`config.mk`:
```
export PLATFORM = sky130hd
export DESIGN_NAME = frame_downsampler
export DESIGN_NICKNAME = d
export VERILOG_FILES = /design/src/rtl/frame_downsampler_pkg.sv /design/src/rtl/frame_downsampler_block_accum.sv /design/src/rtl/frame_downsampler.sv
export SDC_FILE = /design/constraint.sdc
export NUM_CORES = 2
export LEC_CHECK = 0
export BUFFER_PORTS_ARGS = -buffer_cell sky130_fd_sc_hd__buf_4
export CAP_MARGIN = 0
export CORE_ASPECT_RATIO = 1.4
export CORE_MARGIN = 2
export CORE_UTILIZATION = 37
export DETAILED_ROUTE_END_ITERATION = 10
export GPL_TIMING_DRIVEN = 0
export PLACE_DENSITY = 0.54
export SLEW_MARGIN = 40
export SYNTH_ARGS = -nofsm -noshare
export SYNTH_HDL_FRONTEND = slang
export SYNTH_HIERARCHICAL = 1
export SYNTH_SLANG_ARGS = --single-unit
```
`constraint.sdc`:
```
create_clock -name clk -period 7.1 [get_ports clk]
set_input_delay 1.42 -clock clk [delete_from_list [all_inputs] [get_ports clk]]
set_output_delay 1.42 -clock clk [all_outputs]
set_load 0.02 [all_outputs]
```
`src/rtl/frame_downsampler_pkg.sv`:
```
// Shared dimensions, state encoding and width helper for the camera-side
// frame downsampler and the disparity stage that consumes its 47x30 image.
package frame_downsampler_pkg;

   localparam int IN_WIDTH    = 752;
   localparam int IN_HEIGHT   = 480;
   localparam int SCALE_LOG2  = 4;
   localparam int SCALE       = 1 << SCALE_LOG2;
   localparam int OUT_WIDTH   = IN_WIDTH >> SCALE_LOG2;
   localparam int OUT_HEIGHT  = IN_HEIGHT >> SCALE_LOG2;
   localparam int RRST_CYCLES = 2;
   localparam int ACC_W       = 8 + 2 * SCALE_LOG2;

   // Counter width that never collapses to zero bits for tiny ranges.
   function automatic int width_of(input int n);
      return (n > 1) ? $clog2(n) : 1;
   endfunction

   localparam int X_W   = width_of(IN_WIDTH);
   localparam int Y_W   = width_of(IN_HEIGHT);
   localparam int IDX_W = width_of(OUT_WIDTH);

   typedef enum logic [2:0] {
      ST_IDLE  = 3'd0,
      ST_RRST  = 3'd1,
      ST_READ  = 3'd2,
      ST_DRAIN = 3'd3,
      ST_EMIT  = 3'd4
   } ds_state_t;

endpackage

```
`src/rtl/frame_downsampler_block_accum.sv`:
```
// Bank of per-output-column block accumulators: one add port fed by the
// read pipeline and one read-and-clear port used while emitting a row.
module frame_downsampler_block_accum #(
   parameter int N_ENTRIES = frame_downsampler_pkg::OUT_WIDTH,
   parameter int ACC_W     = frame_downsampler_pkg::ACC_W,
   parameter int IDX_W     = frame_downsampler_pkg::IDX_W
) (
   input  logic             clk,
   input  logic             reset,
   input  logic             add_valid,
   input  logic [IDX_W-1:0] add_idx,
   input  logic [7:0]       add_data,
   input  logic             rd_clr,
   input  logic [IDX_W-1:0] rd_idx,
   output logic [ACC_W-1:0] rd_data
);
   import frame_downsampler_pkg::*;

   logic [ACC_W-1:0] acc_view [N_ENTRIES];

   genvar gi;
   generate
      for (gi = 0; gi < N_ENTRIES; gi++) begin : g_acc
         logic [ACC_W-1:0] acc_reg;

         // Clear wins over add; the FSM never requests both in one cycle.
         always_ff @(posedge clk) begin
            if (reset) begin
               acc_reg <= '0;
            end else if (rd_clr && (rd_idx == IDX_W'(gi))) begin
               acc_reg <= '0;
            end else if (add_valid && (add_idx == IDX_W'(gi))) begin
               acc_reg <= acc_reg + ACC_W'(add_data);
            end
         end

         assign acc_view[gi] = acc_reg;
      end
   endgenerate

   always_comb begin
      rd_data = '0;
      if (int'(rd_idx) < N_ENTRIES) begin
         rd_data = acc_view[rd_idx];
      end
   end

endmodule

```
`src/rtl/frame_downsampler.sv`:
```
// Reads one camera frame from the selected FIFO in raster order and emits the
// SCALE x SCALE block averages as a row-by-row pixel stream.
module frame_downsampler #(
   parameter int IN_WIDTH    = frame_downsampler_pkg::IN_WIDTH,
   parameter int IN_HEIGHT   = frame_downsampler_pkg::IN_HEIGHT,
   parameter int SCALE_LOG2  = frame_downsampler_pkg::SCALE_LOG2,
   parameter int RRST_CYCLES = frame_downsampler_pkg::RRST_CYCLES
) (
   input  logic       clk,
   input  logic       reset,
   input  logic       new_image,
   input  logic       image_sel,
   input  logic       fifo_empty,
   input  logic [7:0] fifo_data,
   output logic       fifo_sel,
   output logic       fifo_rrst,
   output logic       fifo_rd,
   output logic [7:0] image_data,
   output logic       buffer_ready,
   output logic       buffer_href,
   output logic       buffer_vref,
   output logic       busy
);
   import frame_downsampler_pkg::*;

   localparam int SCALE      = 1 << SCALE_LOG2;
   localparam int OUT_WIDTH  = IN_WIDTH >> SCALE_LOG2;
   localparam int OUT_HEIGHT = IN_HEIGHT >> SCALE_LOG2;
   localparam int ACC_W      = 8 + 2 * SCALE_LOG2;
   localparam int X_W        = width_of(IN_WIDTH);
   localparam int Y_W        = width_of(IN_HEIGHT + 1);
   localparam int IDX_W      = width_of(OUT_WIDTH);
   localparam int ROW_W      = width_of(OUT_HEIGHT);
   localparam int RC_W       = width_of(RRST_CYCLES);

   ds_state_t        state_reg, state_next;
   logic [X_W-1:0]   x_reg, x_next;
   logic [Y_W-1:0]   y_reg, y_next;
   logic [ROW_W-1:0] row_reg, row_next;
   logic [IDX_W-1:0] emit_idx_reg, emit_idx_next;
   logic [RC_W-1:0]  rrst_cnt_reg, rrst_cnt_next;
   logic             sel_reg, sel_next;
   logic             vref_reg, vref_next;

   logic             sample_valid_reg;
   logic             sample_keep_reg;
   logic [IDX_W-1:0] sample_idx_reg;

   logic             rd_en;
   logic             emitting;
   logic             block_last_line;
   logic [X_W-1:0]   col_full;
   logic [ACC_W-1:0] rd_acc;

   assign rd_en           = (state_reg == ST_READ) && !fifo_empty;
   assign emitting        = (state_reg == ST_EMIT);
   assign col_full        = x_reg >> SCALE_LOG2;
   assign block_last_line = (y_reg & Y_W'(SCALE - 1)) == Y_W'(SCALE - 1);

   always_comb begin
      state_next    = state_reg;
      x_next        = x_reg;
      y_next        = y_reg;
      row_next      = row_reg;
      emit_idx_next = emit_idx_reg;
      rrst_cnt_next = rrst_cnt_reg;
      sel_next      = sel_reg;
      vref_next     = vref_reg;
      case (state_reg)
         ST_IDLE: begin
            if (new_image) begin
               sel_next      = image_sel;
               x_next        = '0;
               y_next        = '0;
               row_next      = '0;
               emit_idx_next = '0;
               rrst_cnt_next = '0;
               state_next    = ST_RRST;
            end
         end
         ST_RRST: begin
            if (rrst_cnt_reg == RC_W'(RRST_CYCLES - 1)) begin
               state_next = ST_READ;
            end else begin
               rrst_cnt_next = rrst_cnt_reg + RC_W'(1);
            end
         end
         ST_READ: begin
            if (rd_en) begin
               if (x_reg == X_W'(IN_WIDTH - 1)) begin
                  x_next = '0;
                  y_next = y_reg + Y_W'(1);
                  // Last read of a block row; its sample lands during DRAIN.
                  if (block_last_line) begin
                     state_next = ST_DRAIN;
                  end
               end else begin
                  x_next = x_reg + X_W'(1);
               end
            end
         end
         ST_DRAIN: begin
            emit_idx_next = '0;
            state_next    = ST_EMIT;
         end
         ST_EMIT: begin
            if ((emit_idx_reg == '0) && (row_reg == '0)) begin
               vref_next = 1'b1;
            end
            if (emit_idx_reg == IDX_W'(OUT_WIDTH - 1)) begin
               emit_idx_next = '0;
               if (row_reg == ROW_W'(OUT_HEIGHT - 1)) begin
                  vref_next  = 1'b0;
                  state_next = ST_IDLE;
               end else begin
                  row_next   = row_reg + ROW_W'(1);
                  state_next = ST_READ;
               end
            end else begin
               emit_idx_next = emit_idx_reg + IDX_W'(1);
            end
         end
         default: state_next = ST_IDLE;
      endcase
   end

   always_ff @(posedge clk) begin
      if (reset) begin
         state_reg        <= ST_IDLE;
         x_reg            <= '0;
         y_reg            <= '0;
         row_reg          <= '0;
         emit_idx_reg     <= '0;
         rrst_cnt_reg     <= '0;
         sel_reg          <= 1'b0;
         vref_reg         <= 1'b0;
         sample_valid_reg <= 1'b0;
         sample_keep_reg  <= 1'b0;
         sample_idx_reg   <= '0;
      end else begin
         state_reg        <= state_next;
         x_reg            <= x_next;
         y_reg            <= y_next;
         row_reg          <= row_next;
         emit_idx_reg     <= emit_idx_next;
         rrst_cnt_reg     <= rrst_cnt_next;
         sel_reg          <= sel_next;
         vref_reg         <= vref_next;
         // FIFO data follows the read by one cycle, so tag it now.
         sample_valid_reg <= rd_en;
         sample_keep_reg  <= col_full < X_W'(OUT_WIDTH);
         sample_idx_reg   <= IDX_W'(col_full);
      end
   end

   frame_downsampler_block_accum #(
      .N_ENTRIES (OUT_WIDTH),
      .ACC_W     (ACC_W),
      .IDX_W     (IDX_W)
   ) u_accum (
      .clk       (clk),
      .reset     (reset),
      .add_valid (sample_valid_reg && sample_keep_reg),
      .add_idx   (sample_idx_reg),
      .add_data  (fifo_data),
      .rd_clr    (emitting),
      .rd_idx    (emit_idx_reg),
      .rd_data   (rd_acc)
   );

   assign fifo_sel     = sel_reg;
   assign fifo_rrst    = (state_reg == ST_RRST);
   assign fifo_rd      = rd_en;
   assign image_data   = emitting ? 8'(rd_acc >> (ACC_W - 8)) : 8'd0;
   assign buffer_ready = emitting;
   assign buffer_href  = emitting;
   assign buffer_vref  = emitting || vref_reg;
   assign busy         = (state_reg != ST_IDLE);

endmodule

```
# After elaboration in Yosys (flattened, before gate mapping)
# Cells that the tools add are included.
# word_totals
regBits,796
latch_bits,0
ram_bits,0
rom_bits,0
input_bits,13
output_inout_bits,15
elab_cells,416
mem_count,0
# classes
add_sub_neg,52
n_mul,0
div_mod_pow,0
order_cmp,3
n_eq_ne,106
n_shift,0
mux,34
bitwise,1
n_reduce_logical,162
# op_table
op,count
adder 16 x 8 -> 16 bit,47
"== test 6 x 5 -> 1 bit, second input constant",32
"== test 6 bit, second input constant",30
logical AND 1 bit,97
binary-select mux 16 bit (select 6 bit),1
"== test 6 x 4 -> 1 bit, second input constant",16
OR reduction 2 bit,47
"== test 6 x 3 -> 1 bit, second input constant",8
two-way mux 16 bit,3
two-way mux 10 bit,3
two-way mux 9 bit,3
"== test 6 x 2 -> 1 bit, second input constant",4
one-hot mux 10 bit (2 select lines),1
two-way mux 3 bit,6
one-hot mux 6 bit (3 select lines),1
one-hot mux 9 bit (2 select lines),1
two-way mux 5 bit,3
one-hot mux 3 bit (5 select lines),1
"== test 6 x 1 -> 1 bit, second input constant",2
logical NOT 6 bit,2
"< comparator 6 bit, second input constant",2
two-way mux 6 bit,2
"adder 10 x 1 -> 10 bit, second input constant",1
"== test 10 bit, second input constant",1
28 further kinds,44

# Logic depth before layout (Yosys ltp)
# logic_depth
ltp_word,6
mapped_depth,11

# Cells and area by module
# Netlist, hierarchy kept.
# modules_own_cells
mod,n_inst,cells_per_inst,area_each_um2,seq_area_each_um2
frame_downsampler_block_accum,1,5943,50694.9,15054.4
frame_downsampler,1,220,1996.9,780.7

# Worst setup path after synthesis
# Ideal clock, no wire load.
# synth_path
kind,register -> output
from,reg emit_idx_reg[1]
to,out image_data[2]
arrival_time_ns,2.512
required_time_ns,5.680
setup_slack_ns,3.168
path_stages_with_launch,8
path_buffers,3
path_cell_list,dfxtp_1 > clkbuf_1 > buf_2 > buf_1 > mux4_2 > mux4_2 > a221o_1 > and2_1
# synth_between
elab_chain_len,6
word_cells_on_any_way,7
cone_classes,1 x order compare; 5 x mux; 1 x bitwise
# synth_lines
element,line_no,text
from (decl),frame_downsampler.sv:40,"logic [IDX_W-1:0] emit_idx_reg, emit_idx_next;"
from (signal assigned),frame_downsampler.sv:145,emit_idx_reg <= emit_idx_next;
NOT 6 -> 7 bit (not written as such),frame_downsampler_block_accum.sv:44,rd_data = acc_view[rd_idx];
binary-select mux 16 bit (select 6 bit),frame_downsampler_block_accum.sv:44,
two-way mux 16 bit (not written as such) (2 in series),frame_downsampler_block_accum.sv:44,
two-way mux 16 bit (*),frame_downsampler_block_accum.sv:43,if (int'(rd_idx) < N_ENTRIES) begin
via rd_acc[10],frame_downsampler.sv:53,logic [ACC_W-1:0] rd_acc;
two-way mux 8 bit (*),frame_downsampler.sv:174,assign image_data = emitting ? 8'(rd_acc >> (ACC_W - 8)) : 8'd0;
to (decl),frame_downsampler.sv:18,"output logic [7:0] image_data,"
# Mark *: on every way through the listed nets, which the timed path passes. The rest lies on a longest branch. The select of a mux whose other input is x is not followed.

# Worst setup path after layout
# layout_path
from,reg emit_idx_reg[1]
to,out image_data[0]
# The elaborated chain is that of the path after synthesis.

==> PnR_summary.wiki <==
{| class="wikitable"
! Metric !! Value
|-
| Insertion delay to the later sink of the worst-skew pair || 0.72 ns
|-
| Delay-heaviest family, CP || buffers and inverters
|-
| Core area || 134000 um^2
|-
| Reg clk slew, reported paths || 0.06 ns
|-
| Slowest Stage Delay on Critical Path || around 0.60 ns
|-
| Vias/cell || 5.59
|-
| Final count of pins violating max slew || 0
|-
| Maximum ir drop on the vdd rail || ~0.18 mV
|-
| Slowest CP cell || mux2i_1
|-
| Headroom to the max-slew limit || 41.4%
|-
| Detailed Route Iter0 Violations || about 2400
|-
| Areal power density over the cells || 181 nW/um^2
|-
| Routed len/inst || 20.3 um
|-
| Die ar. || 138000 um^2
|-
| Cells along the critical path || clkbuf_1, buf_2, buf_2, buf_2, mux2i_1, nor2_1, a2111oi_0, nand2_1, o21ai_0, o22ai_1, and2_1, buf_4
|-
| Grt total ovfl || 0
|-
| Syn-to-layout area delta || 11.6%
|-
| Post-detailed-route count of antenna-violating nets || 0
|-
| Run status || finished, final reports clean
|-
| Vertical die dimension || 439 um
|-
| Maximum fanout count along the critical path || 8
|-
| Final count of negative-setup-slack endpoints || 0
|-
| Flip-flop count of the largest register, all copies and words added || 752
|-
| NetSw || around 2500 uW
|-
| Maximum Capacitance Violations || 0
|-
| Switching part of the total power || 25.2%
|-
| Post-CTS setup buffer count || 0
|-
| DRT Pass-1 Iters || 6
|-
| Leakage power of the design || 0.0208 uW
|-
| Logic pwr share || 7.3%
|-
| Required time at the worst-slack endpoint || 5.68 ns
|-
| Via count of the routed design || ~44000
|-
| H-tree depth reported by CTS || 3
|-
| Global Route Usage Sum || about 23%
|-
| Layout cells sized above 1 || under 10%
|-
| Setup TNS || 0 ns
|-
| Total I/O pin count || 28
|-
| Hold WC Path Type || reg2reg
|-
| Kind of end point of the critical path || output port
|-
| Clock tree from TritonCTS || built
|-
| Clk sink count || between 700 and 800
|-
| Antenna violations before repair || 4
|-
| Global-route wire length before repair || between 200 and 250 mm
|-
| Count of yosys warnings during synthesis || 6
|-
| Vias in the first global route || between 40000 and 50000
|-
| Std cell rows || 159
|-
| Count of instances resized after the clock tree is built || 0
|-
| CTS Buf Count || slightly below 90
|-
| Drc violations || 0
|-
| Number of buffers added to fix hold violations after cts || 0
|-
| Cells after synthesis || approximately 6000
|-
| Core Util, Final || around 42%
|-
| Time the worst path needs with I/O delays and setup || 6.16 ns
|-
| P_int || 7530 uW
|-
| Final Hold Vio Count || 0
|-
| Final clock period utilization by the worst path || a little under 90%
|-
| Starting utilization of the core area || a little under two fifths
|-
| Count of buffer and inverter cells on the critical path || 5
|-
| Transition time of the tightest slew-check pin || 0.858 ns
|-
| Kind of start point of the critical path || register
|-
| Syn Area/Cell || 8.36 um^2
|-
| Most Frequent Cell on Critical Path || buf_2
|-
| Die span in x || ~310 um
|-
| Cell area after synthesis || 49900 um^2
|-
| Layout fillers || 13625
|-
| Number of nets in the synthesized netlist || 6419
|-
| Final worst clock skew || around 0.037 ns
|-
| Pin count of the biggest net entering global routing || 48
|-
| Sequential fraction of design power || between 40 and 50%
|-
| Type of the setup path with the least slack || reg2out
|-
| Final GP Congestion || 0.944
|-
| Worst endpoint data arrival time || 4.74 ns
|-
| Root Driver || clkbuf_16
|-
| Nets@finish || 6547
|-
| Part of the power in the clock network || 48.6%
|-
| Number of buffers on the longest clock path || 3
|-
| Timing-limited maximum frequency || 0.162 GHz
|-
| Total Routed Length || 161 mm
|-
| Total of buffers placed on input and output ports || 27
|-
| Setup repair after global routing missed its margin || no
|-
| DPL Wire Length || 117 mm
|}
-- routing by layer --
layer	share of wire, %	vias up	routed length [um]	track usage [%]
li1	-	21763	-	-
met1	40	21347	65000	26.3
met2	50	956	79900	41.2
met3	4.0	333	6410	2.39
met4	6.0	0	9740	13.3
met5	0	-	0	0
-- cells in the final DEF, fill, tap and decap left out, types with 30 or more instances in the layout --
master / instances
o211ai_1: 83
or3_1: 63
fa_1: 47
nor3b_1: 30
nand2b_1: 35
xor2_1: 296
xnor2_1: 230
a211oi_1: 105
and3_1: 77
nand3_1: 284
dfxtp_1: 791
clkbuf_16: 90
nand2_1: 856
inv_1: 103
a21o_1: 86
a21oi_1: 573
nor3_1: 123
nor2b_1: 32
ha_1: 384
and2_1: 36
nor2_1: 587
buf_4: 33
clkbuf_1: 136
o21a_1: 59
buf_2: 96
a31o_2: 58
o21ai_0: 194
mux4_2: 94
nand4_1: 83
-- worst min-delay path, cell delays in order (launching register included) --
cell and delay [ns]:
dfxtp_1 0.31, nand2_1 0.05, a21oi_1 0.05
-- path summary, 6_finish.rpt --
check,from,end,slack (ns),cells past startpoint
worst max register to register,emit_idx_reg[1],u_accum/g_acc[40].acc_reg[12],3.42,7
worst min register to register,u_accum/g_acc[0].acc_reg[3],u_accum/g_acc[0].acc_reg[3],0.45,2
worst min-delay path,u_accum/g_acc[0].acc_reg[3],u_accum/g_acc[0].acc_reg[3],0.45,2
worst max-delay path,emit_idx_reg[1],image_data[0],0.94,12
-- final cells by class --
type | count | area (um^2) | share of cell area, %
clock buffers | 137 | 2680 | 4.81
flip-flops and latches | 791 | 15800 | 28.4
plain buffers | 249 | 1110 | 2.00
inverters | 104 | 390 | 0.701
diodes | 1 | 2.50 | 0.00449
well taps | 1771 | 2220 | 3.98
multi-input cells | 4831 | 32700 | 58.7
clock inverters | 23 | 352 | 0.631
repair buffers | 38 | 407 | 0.730
-- through the flow --
step | hold slack (ns) | cells | cell area (um^2) | setup slack, ns | power, uW
floorplan | 0.433 | 5975 | 49900 | 3.45 | 5000
global placement | 0.442 | 7773 | 52400 | 0.748 | 5260
detailed placement | 0.449 | 7784 | 52700 | 1.84 | 5280
CTS | 0.457 | 7944 | 55700 | 1.01 | 10200
global route | 0.471 | 7945 | 55700 | 0.942 | 10400
finish | 0.455 | 7945 | 55700 | 0.937 | 10100
-- power by group through the flow --
stage | registers [uW] | clock network (uW) | logic [uW]
after floorplan | 4550 | 0 | 457
after global routing | 4450 | 5190 | 799
final | 4450 | 4900 | 733
after global placement | 4550 | 0 | 716
after CTS | 4450 | 5020 | 737
after detailed placement | 4550 | 0 | 736
Power figures use the tool's default switching activity.
